===== config.mk =====
export PLATFORM = sky130hd
export DESIGN_NAME = mem_requester_flat
export DESIGN_NICKNAME = d
export VERILOG_FILES = /design/src/rtl/mem_requester_pkg.sv /design/src/rtl/mem_requester_if.sv /design/src/rtl/mem_requester_load_extend.sv /design/src/rtl/mem_requester.sv /design/src/flat_wrapper.sv
export SDC_FILE = /design/constraint.sdc
export NUM_CORES = 1
export LEC_CHECK = 0
export ABC_AREA = 1
export CAP_MARGIN = 30
export CELL_PAD_IN_SITES_DETAIL_PLACEMENT = 0
export CELL_PAD_IN_SITES_GLOBAL_PLACEMENT = 2
export CORE_MARGIN = 1.5
export CORE_UTILIZATION = 25
export DETAILED_ROUTE_END_ITERATION = 10
export PLACE_DENSITY = 0.84
export SLEW_MARGIN = 20
export SYNTH_ARGS = -nofsm -noshare
export SYNTH_HDL_FRONTEND = slang
export SYNTH_HIERARCHICAL = 1
export SYNTH_SLANG_ARGS = --single-unit

===== constraint.sdc =====
create_clock -name clk -period 8.1 [get_ports clk]
set_input_delay 1.215 -clock clk [delete_from_list [all_inputs] [get_ports clk]]
set_output_delay 1.215 -clock clk [all_outputs]
set_load 0.01 [all_outputs]

===== src/rtl/mem_requester_pkg.sv =====
// Shared widths, memory count/code values and defaults for the memory requester.
package mem_requester_pkg;

    localparam int ADDR_W      = 32;
    localparam int WORD_W      = 32;
    localparam int MEM_COUNT_W = 2;
    localparam int MEM_CODE_W  = 3;

    localparam logic [MEM_COUNT_W-1:0] MEM_COUNT_NONE = 2'd0;
    localparam logic [MEM_COUNT_W-1:0] MEM_COUNT_BYTE = 2'd1;
    localparam logic [MEM_COUNT_W-1:0] MEM_COUNT_HALF = 2'd2;
    localparam logic [MEM_COUNT_W-1:0] MEM_COUNT_WORD = 2'd3;

    localparam logic [MEM_CODE_W-1:0] MEM_CODE_INVALID       = 3'd0;
    localparam logic [MEM_CODE_W-1:0] MEM_CODE_READ          = 3'd1;
    localparam logic [MEM_CODE_W-1:0] MEM_CODE_WRITE         = 3'd2;
    localparam logic [MEM_CODE_W-1:0] MEM_CODE_MISALIGNED    = 3'd3;
    localparam logic [MEM_CODE_W-1:0] MEM_CODE_OUT_OF_BOUNDS = 3'd4;

    localparam int MEM_TIMEOUT_DEFAULT = 16;

    function automatic logic code_is_error(input logic [MEM_CODE_W-1:0] code);
        return (code == MEM_CODE_MISALIGNED) || (code == MEM_CODE_OUT_OF_BOUNDS);
    endfunction

endpackage


===== src/rtl/mem_requester_if.sv =====
// Pipeline-side handshake plus peripheral request/response bus of the memory requester.
interface mem_requester_if;
    import mem_requester_pkg::*;

    logic                   valid;
    logic                   ready;
    logic [ADDR_W-1:0]      addr;
    logic [WORD_W-1:0]      wr_data;
    logic                   wr_en;
    logic [MEM_COUNT_W-1:0] count;
    logic                   load_unsigned;

    logic [ADDR_W-1:0]      req_addr;
    logic [WORD_W-1:0]      req_wr_data;
    logic                   req_wr_en;
    logic [MEM_COUNT_W-1:0] req_count;
    logic [WORD_W-1:0]      res_rd_data;
    logic [MEM_CODE_W-1:0]  res_code;

    logic                   done;
    logic [WORD_W-1:0]      rd_data;
    logic [MEM_CODE_W-1:0]  code;
    logic                   err;
    logic                   timeout;

    // master is the requester itself; slave is the pipeline/peripheral environment.
    modport master (
        input  valid, addr, wr_data, wr_en, count, load_unsigned, res_rd_data, res_code,
        output ready, req_addr, req_wr_data, req_wr_en, req_count,
        output done, rd_data, code, err, timeout
    );

    modport slave (
        output valid, addr, wr_data, wr_en, count, load_unsigned, res_rd_data, res_code,
        input  ready, req_addr, req_wr_data, req_wr_en, req_count,
        input  done, rd_data, code, err, timeout
    );

endinterface


===== src/rtl/mem_requester_load_extend.sv =====
// Sign- or zero-extends right-aligned load data according to the access size.
module mem_load_extend
    import mem_requester_pkg::*;
(
    input  logic [WORD_W-1:0]      data,
    input  logic [MEM_COUNT_W-1:0] count,
    input  logic                   is_unsigned,
    output logic [WORD_W-1:0]      result
);

    always_comb begin
        result = data;
        case (count)
            MEM_COUNT_BYTE: result = {{(WORD_W-8){~is_unsigned & data[7]}}, data[7:0]};
            MEM_COUNT_HALF: result = {{(WORD_W-16){~is_unsigned & data[15]}}, data[15:0]};
            default:        result = data;
        endcase
    end

endmodule


===== src/rtl/mem_requester.sv =====
// Memory requester: accepts one load/store, issues a one-cycle peripheral request,
// waits (bounded by a timeout) for the response and returns a one-cycle completion.
module mem_requester
    import mem_requester_pkg::*;
#(
    parameter  int TIMEOUT_CYCLES = MEM_TIMEOUT_DEFAULT,
    localparam int TIMEOUT_W      = $clog2(TIMEOUT_CYCLES + 1)
) (
    input  logic            clk,
    input  logic            areset,
    mem_requester_if.master bus
);

    typedef enum logic [1:0] {
        ST_IDLE = 2'd0,
        ST_REQ  = 2'd1,
        ST_WAIT = 2'd2
    } state_t;

    localparam logic [TIMEOUT_W-1:0] CNT_LAST = TIMEOUT_W'(TIMEOUT_CYCLES - 1);

    state_t                 state, state_n;
    logic [TIMEOUT_W-1:0]   cnt, cnt_n;
    logic [MEM_COUNT_W-1:0] lat_count, lat_count_n;
    logic                   lat_unsigned, lat_unsigned_n;

    logic [ADDR_W-1:0]      req_addr_q, req_addr_n;
    logic [WORD_W-1:0]      req_wr_data_q, req_wr_data_n;
    logic                   req_wr_en_q, req_wr_en_n;
    logic [MEM_COUNT_W-1:0] req_count_q, req_count_n;

    logic                   done_q, done_n;
    logic [WORD_W-1:0]      rd_data_q, rd_data_n;
    logic [MEM_CODE_W-1:0]  code_q, code_n;
    logic                   err_q, err_n;
    logic                   timeout_q, timeout_n;
    logic [WORD_W-1:0]      ext_data;

    mem_load_extend u_extend (
        .data        (bus.res_rd_data),
        .count       (lat_count),
        .is_unsigned (lat_unsigned),
        .result      (ext_data)
    );

    always_ff @(posedge clk or posedge areset) begin
        if (areset) begin
            state         <= ST_IDLE;
            cnt           <= '0;
            lat_count     <= MEM_COUNT_NONE;
            lat_unsigned  <= 1'b0;
            req_addr_q    <= '0;
            req_wr_data_q <= '0;
            req_wr_en_q   <= 1'b0;
            req_count_q   <= MEM_COUNT_NONE;
            done_q        <= 1'b0;
            rd_data_q     <= '0;
            code_q        <= MEM_CODE_INVALID;
            err_q         <= 1'b0;
            timeout_q     <= 1'b0;
        end else begin
            state         <= state_n;
            cnt           <= cnt_n;
            lat_count     <= lat_count_n;
            lat_unsigned  <= lat_unsigned_n;
            req_addr_q    <= req_addr_n;
            req_wr_data_q <= req_wr_data_n;
            req_wr_en_q   <= req_wr_en_n;
            req_count_q   <= req_count_n;
            done_q        <= done_n;
            rd_data_q     <= rd_data_n;
            code_q        <= code_n;
            err_q         <= err_n;
            timeout_q     <= timeout_n;
        end
    end

    // Request registers are loaded on acceptance so they are visible for exactly the REQ cycle.
    always_comb begin
        state_n        = state;
        cnt_n          = cnt;
        lat_count_n    = lat_count;
        lat_unsigned_n = lat_unsigned;
        req_addr_n     = '0;
        req_wr_data_n  = '0;
        req_wr_en_n    = 1'b0;
        req_count_n    = MEM_COUNT_NONE;
        done_n         = 1'b0;
        rd_data_n      = rd_data_q;
        code_n         = code_q;
        err_n          = err_q;
        timeout_n      = timeout_q;

        case (state)
            ST_IDLE: begin
                if (bus.valid) begin
                    if (bus.count != MEM_COUNT_NONE) begin
                        lat_count_n    = bus.count;
                        lat_unsigned_n = bus.load_unsigned;
                        req_addr_n     = bus.addr;
                        req_wr_data_n  = bus.wr_data;
                        req_wr_en_n    = bus.wr_en;
                        req_count_n    = bus.count;
                        state_n        = ST_REQ;
                    end else begin
                        done_n    = 1'b1;
                        rd_data_n = '0;
                        code_n    = MEM_CODE_INVALID;
                        err_n     = 1'b0;
                        timeout_n = 1'b0;
                    end
                end
            end
            ST_REQ: begin
                cnt_n   = '0;
                state_n = ST_WAIT;
            end
            ST_WAIT: begin
                if (bus.res_code != MEM_CODE_INVALID) begin
                    done_n    = 1'b1;
                    code_n    = bus.res_code;
                    err_n     = code_is_error(bus.res_code);
                    rd_data_n = (bus.res_code == MEM_CODE_READ) ? ext_data : '0;
                    timeout_n = 1'b0;
                    state_n   = ST_IDLE;
                end else if (cnt == CNT_LAST) begin
                    done_n    = 1'b1;
                    code_n    = MEM_CODE_INVALID;
                    err_n     = 1'b1;
                    rd_data_n = '0;
                    timeout_n = 1'b1;
                    state_n   = ST_IDLE;
                end else begin
                    cnt_n = cnt + TIMEOUT_W'(1);
                end
            end
            default: state_n = ST_IDLE;
        endcase
    end

    assign bus.ready       = (state == ST_IDLE);
    assign bus.req_addr    = req_addr_q;
    assign bus.req_wr_data = req_wr_data_q;
    assign bus.req_wr_en   = req_wr_en_q;
    assign bus.req_count   = req_count_q;
    assign bus.done        = done_q;
    assign bus.rd_data     = rd_data_q;
    assign bus.code        = code_q;
    assign bus.err         = err_q;
    assign bus.timeout     = timeout_q;

endmodule

===== src/flat_wrapper.sv =====
// flat-port wrapper written by rule: the top's interface ports become plain ports
module mem_requester_flat import mem_requester_pkg::*;
#(
    parameter  int TIMEOUT_CYCLES = MEM_TIMEOUT_DEFAULT,
    localparam int TIMEOUT_W      = $clog2(TIMEOUT_CYCLES + 1)
)
  (clk, areset, bus_valid, bus_addr, bus_wr_data, bus_wr_en, bus_count, bus_load_unsigned, bus_res_rd_data, bus_res_code, bus_ready, bus_req_addr, bus_req_wr_data, bus_req_wr_en, bus_req_count, bus_done, bus_rd_data, bus_code, bus_err, bus_timeout);
  mem_requester_if bus_i ();
  input  logic clk;
  input  logic areset;
  input wire logic [$bits(bus_i.valid)-1:0] bus_valid;
  input wire logic [$bits(bus_i.addr)-1:0] bus_addr;
  input wire logic [$bits(bus_i.wr_data)-1:0] bus_wr_data;
  input wire logic [$bits(bus_i.wr_en)-1:0] bus_wr_en;
  input wire logic [$bits(bus_i.count)-1:0] bus_count;
  input wire logic [$bits(bus_i.load_unsigned)-1:0] bus_load_unsigned;
  input wire logic [$bits(bus_i.res_rd_data)-1:0] bus_res_rd_data;
  input wire logic [$bits(bus_i.res_code)-1:0] bus_res_code;
  output wire logic [$bits(bus_i.ready)-1:0] bus_ready;
  output wire logic [$bits(bus_i.req_addr)-1:0] bus_req_addr;
  output wire logic [$bits(bus_i.req_wr_data)-1:0] bus_req_wr_data;
  output wire logic [$bits(bus_i.req_wr_en)-1:0] bus_req_wr_en;
  output wire logic [$bits(bus_i.req_count)-1:0] bus_req_count;
  output wire logic [$bits(bus_i.done)-1:0] bus_done;
  output wire logic [$bits(bus_i.rd_data)-1:0] bus_rd_data;
  output wire logic [$bits(bus_i.code)-1:0] bus_code;
  output wire logic [$bits(bus_i.err)-1:0] bus_err;
  output wire logic [$bits(bus_i.timeout)-1:0] bus_timeout;
  assign bus_i.valid = bus_valid;
  assign bus_i.addr = bus_addr;
  assign bus_i.wr_data = bus_wr_data;
  assign bus_i.wr_en = bus_wr_en;
  assign bus_i.count = bus_count;
  assign bus_i.load_unsigned = bus_load_unsigned;
  assign bus_i.res_rd_data = bus_res_rd_data;
  assign bus_i.res_code = bus_res_code;
  assign bus_ready = bus_i.ready;
  assign bus_req_addr = bus_i.req_addr;
  assign bus_req_wr_data = bus_i.req_wr_data;
  assign bus_req_wr_en = bus_i.req_wr_en;
  assign bus_req_count = bus_i.req_count;
  assign bus_done = bus_i.done;
  assign bus_rd_data = bus_i.rd_data;
  assign bus_code = bus_i.code;
  assign bus_err = bus_i.err;
  assign bus_timeout = bus_i.timeout;
  mem_requester #(.TIMEOUT_CYCLES(TIMEOUT_CYCLES)) u_core (.clk(clk), .areset(areset), .bus(bus_i));
endmodule

Word-level counts from Yosys, hierarchy flattened --
Cells that the tools add are included.
Storage, ports and cells: input bits 106, register bits 115
Cells by class: add/subtract/negate cells 1, reductions and logical operators 10, bitwise gates (word level) 3, equal/unequal tests 14, mux-type cells 44
Operators with widths (number):
- $mux 32 | 11
- $pmux 32 s2 | 2
- $mux 2 | 7
- $mux 1 | 12
- $mux 3 | 4
- $mux 5 | 2
- $pmux 5 s2 | 1
- $reduce_and 3->1 | 3
- $ne 2x2->1 const B | 4
- $pmux 1 s2 | 3
- $pmux 2 s3 | 1
- $pmux 3 s2 | 1
- $reduce_bool 2->1 | 3
- $add 5x1->5 const B | 1
- $eq 5x4->1 const B | 1
- $eq 2x1->1 const B | 2
- $eq 2x2->1 const B | 2
- $reduce_and 4->1 | 1
- $eq 3x1->1 const B | 1
- $eq 3x2->1 const B | 1
- $eq 3x3->1 const B | 1
- $ne 3x1->1 const B | 1
- $reduce_bool 3->1 | 1
- $and 1x1->1 | 2
- 4 further kinds | 4

Depth between registers and ports, before layout --
word-level depth 6, depth in mapped cells 11

Cells and area by module --
The synthesis kept the hierarchy.
Modules (own cells, without submodules):
- mem_requester | times used 1, seq. area each 2877.8 µm², area each 4359.2 µm², cells an instance 447
- mem_load_extend | times used 1, seq. area each 0.0 µm², area each 391.6 µm², cells an instance 72

Worst setup path after synthesis --
No wires, ideal clock.
kind input to register, start point in bus_count[0], end point reg u_core.rd_data_q[10], in the netlist u_core/bus.rd_data[10], library setup time 0.118 ns, arrival 1.982 ns, path buffers 2, slack 6.000 ns, stages on the path 6, path through nor2_1 nand3_1 buf_2 buf_2 nand3_1 nand2_1
On the way: longest elaborated chain between the ends 3
Ends and longest elaborated chain:
- from (decl) | RTL line flat_wrapper.sv:15 | input wire logic [$bits(bus_i.count)-1:0] bus_count;
- $reduce_bool 2->1 | RTL line mem_requester.sv:97 | if (bus.count != MEM_COUNT_NONE) begin
- $ne 2x2->1 (no line)
- $reduce_and 4->1 (no line)
- to (signal assigned) | RTL line mem_requester.sv:71 | rd_data_q <= rd_data_n;
- to (decl) | RTL line mem_requester.sv:33 | logic [WORD_W-1:0] rd_data_q, rd_data_n;
No other way between the ends. A chain may end at the register's enable or synchronous reset.

Worst setup path after layout --
start point in bus_res_code[2], end point reg u_core.err_q, in the netlist u_core/bus.err
On the way: longest elaborated chain between the ends 4, elaborated cells between the ends (all ways) 8, classes of those cells 3 x eq/ne; 2 x mux; 3 x reduce/logical
Ends and longest elaborated chain:
- from (decl) | RTL line flat_wrapper.sv:18 | input wire logic [$bits(bus_i.res_code)-1:0] bus_res_code;
- $eq 3x2->1 or $eq 3x3->1 (tied branches) | RTL line mem_requester_pkg.sv:23 | return (code == MEM_CODE_MISALIGNED) || (code == MEM_CODE_OUT_OF_BOUNDS);
- $logic_or 1x1->1 | RTL line mem_requester_pkg.sv:23
- $mux 1 | RTL line mem_requester.sv:119 | if (bus.res_code != MEM_CODE_INVALID) begin
- $pmux 1 s2 | RTL line mem_requester.sv:94 | case (state)
- to (signal assigned) | RTL line mem_requester.sv:73 | err_q <= err_n;
- to (decl) | RTL line mem_requester.sv:35 | logic err_q, err_n;
Parallel ways exist; a longest one is shown, timed or not.

==> impl_table.tex <==
\begin{tabular}{lr}
\hline
Metric & Value \\
\hline
\multicolumn{2}{l}{\textbf{CTS}} \\
Sink count of the clock tree & 115 \\
Total setup buffers inserted after CTS & 0 \\
Number of buffers created by CTS & 17 \\
Clock latency on the worst-skew pair & 410 ps \\
Hold\_buf cts & 0 \\
CTS tree & built \\
Master cell of the clock root buffer & clkbuf\_16 \\
Maximum clock insertion buffer count & 2 \\
Number of gates given a new drive strength after cts & 0 \\
Clock slew at the register clock pins of the worst setup and hold paths & 50 ps \\
H-Tree Level Count & 4 \\
\multicolumn{2}{l}{\textbf{Drt}} \\
Count of vias placed by the detailed router & 4020 \\
1st-pass router iterations & 6 \\
Residual DRC & 0 \\
Via density & 4.161 \\
Detail Route Antenna Nets & 0 \\
Count of routing violations after the opening detailed-route iteration & 103 \\
WL/cell & 13.55 um \\
Sum of routed wire length over all layers & 13090 um \\
\multicolumn{2}{l}{\textbf{Floorplanning}} \\
Initial core utilization & 25.48\% \\
Num rows & 50 \\
Vertical die dimension & 140.9 um \\
Die X-Extent & 140.9 um \\
Die area & 0.01984 mm\^{}2 \\
Core area & 0.01864 mm\^{}2 \\
Number of ports placed on the die boundary & 212 \\
\multicolumn{2}{l}{\textbf{Cells and area}} \\
Number of antenna repair diodes & 0 \\
Area delta synth->final & 59.18\% \\
Proportion of layout cells with a drive suffix above 1 & 9.426\% \\
Number of nets in the layout & 831 \\
Count of non-filler cells in the finished layout & 966 \\
Post-layout instance area & 0.007562 mm\^{}2 \\
\multicolumn{2}{l}{\textbf{Setup path}} \\
Cell repeated most along the worst path & nand2\_1 \\
Critical path arrival & 3160 ps \\
WP buf/inv & 2 \\
Gate family responsible for the most delay along the worst path & simple AND/OR/NAND/NOR gates \\
Cell with the largest stage delay on the worst path & nand2\_1 \\
Largest stage delay on the critical path & 500 ps \\
Cell depth of the worst setup path & 8 \\
Required time worst endpoint & 8390 ps \\
Worst Setup Path Type & in -> reg \\
Cells along the critical path & clkdlybuf4s50\_1 > nor2\_1 > nand2\_1 > nand2\_1 > buf\_4 > nand2\_1 > nand2\_1 > nand2\_1 \\
Worst Reg-to-Reg Cells & 7 \\
CP Capture Type & flip-flop \\
Critical path peak fanout & 21 \\
Startpoint kind of the worst setup timing path & input pin \\
\multicolumn{2}{l}{\textbf{Synth}} \\
Synthesized area per cell & 9.154 um\^{}2 \\
Post-synthesis instance area & 0.004751 mm\^{}2 \\
Dominant cells by area after synthesis & dfrtp\_1, nand2\_1, nand3\_1, inv\_1, nor2\_1 \\
Number of enable-type register cells in the synthesized netlist & 0 \\
Cell taking the most area after synthesis & dfrtp\_1 \\
Top cells by instance count after synthesis & dfrtp\_1, nand2\_1, inv\_1 \\
Distinct cell type count after synthesis & 19 \\
Top FF cell, synth & dfrtp\_1 \\
Number of nets in the synthesized netlist & 629 \\
Number of synthesis warnings & 6 \\
Register area share after synthesis & 60.57\% \\
Area share of the largest cell type after synthesis & 60.57\% \\
Proportion of register bits with asynchronous set or reset after synthesis & 100.0\% \\
Post-synthesis register bit count & 115 \\
Synthesized netlist cell count & 519 \\
Most numerous cell in the Yosys netlist & dfrtp\_1 \\
\multicolumn{2}{l}{\textbf{Global routing}} \\
Total congestion overflow & 0 \\
GRT Overall Usage & 13.81\% \\
Global-route wire length before repair & 21170 um \\
Number of antenna violations at the first check in global routing & 0 \\
Vias in the first global route & 4084 \\
Pin count of the biggest net entering global routing & 74 \\
\multicolumn{2}{l}{\textbf{Run status}} \\
Status & finished clean \\
\multicolumn{2}{l}{\textbf{Pwr}} \\
Leakage Power & 3.885 nW \\
Total power per unit cell area & 228.9 mW/mm\^{}2 \\
Peak supply drop & 0.0001290 V \\
\multicolumn{2}{l}{\textbf{Placed design}} \\
Global placer's final weighted congestion & 0.7506 \\
Cell total after placement & 935 \\
Final HPWL from detailed placement & 9296 um \\
Placed Instance Area & 0.006965 mm\^{}2 \\
Input/output buffers & 211 \\
\multicolumn{2}{l}{\textbf{Hold path}} \\
Hold Path Stages & 2 \\
Class of the tightest hold or removal check & reg -> reg \\
\multicolumn{2}{l}{\textbf{STA}} \\
Normalized max-slew margin & 39.92\% \\
Fin crit period & 2873 ps \\
Least-Margin Pin Slew & 899.1 ps \\
Setup repair after global routing missed its margin & no \\
Total of endpoints with negative setup slack in the final report & 0 \\
Max Fclk & 348.1 MHz \\
Endpoints failing hold & 0 \\
Setup Total Neg Slack & 0 ps \\
Worst clock skew on the final layout & 6.862 ps \\
Worst hold margin & 497.7 ps \\
Number of slew-limit violations in the final report & 0 \\
Final period utilization & 35.46\% \\
\multicolumn{2}{l}{\textbf{Run}} \\
Max-cap viol count & 0 \\
\hline
\end{tabular}
[tightest hold or removal path, stage by stage, from the launching register on]
cell,delay [ps]
dfrtp_1,360
nand2_1,60
nand2_1,40
[routing by layer]
| metal | track usage (%) | share of wire (%) | vias up |
|---|---|---|---|
| met5 | 0 | 0 | - |
| met4 | 6.305 | 2.3 | 0 |
| met3 | 7.371 | 12 | 18 |
| met2 | 21.18 | 46 | 173 |
| met1 | 15.93 | 40 | 1879 |
| li1 | - | - | 1950 |
[registers in the layout (all words and copies together) (netlist names), 2 cells and up]
signal / count
u_core/bus.rd_data: 32
u_core/bus.req_addr: 32
u_core/bus.req_wr_data: 32
u_core/cnt: 5
u_core/bus.code: 3
u_core/bus.req_count: 2
u_core/lat_count: 2
u_core/state: 2
[layout by cell type (no fill, tap or decap), types with 4 or more instances in the layout]
master and count:
nor2_2 12, ha_1 4, nor2_1 61, clkbuf_16 17, nand2_1 112, dfrtp_1 115
clkdlybuf4s50_1 211, inv_1 80, nand3_1 77, buf_4 4, nand2_2 11
[cell families after synthesis]
kind of cell / count (synthesis) / share of synthesized area, %
buffers and inverters: 117 / 11.64
flip-flops: 115 / 60.57
AND/OR/NAND/NOR: 282 / 26.63
adder cells (fa/ha/maj): 4 / 1.054
AO/OA/AOI/OAI: 1 / 0.1052
[area by class of cell]
cell class                      instances  area [um^2]
Multi-Input combinational cell        287         1335
Inverter                               84        317.8
Clock buffer                           21        470.5
Fill cell                            1842        11080
Timing Repair Buffer                  216         2162
Clock inverter                          9        106.4
Tap cell                              234        292.8
Sequential cell                       115         2878
[metrics by stage]
stage | setup WS, ps | total power [mW] | util [%]
3_5_place_dp | 4775 | 1.018 | 37.36
5_1_grt | 5070 | 1.825 | 40.56
4_1_cts | 5208 | 1.761 | 40.46
3_3_place_gp | 4851 | 1.014 | 37.36
6_report | 5227 | 1.731 | 40.56
2_1_floorplan | 3841 | 0.8505 | -
[power breakdown]
part	switching (mW)	total, mW	internal, mW
registers	0.0257	0.649	0.623
logic	0.184	0.355	0.171
clock network	0.255	0.727	0.472
[final timing paths]
path | startpoint | end | slack (ps)
max in group asynchronous | areset | u_core/bus.req_wr_data[20] | 5770
worst max-delay path | bus_res_code[2] | u_core/bus.err | 5230
worst max register to register | u_core/state[1] | u_core/bus.err | 5490
min in group asynchronous | areset | u_core/bus.req_addr[16] | 1200
worst min register to register | u_core/lat_count[1] | u_core/lat_count[1] | 500
worst min-delay path | u_core/lat_count[1] | u_core/lat_count[1] | 500
(Power assumes the default switching activity.)
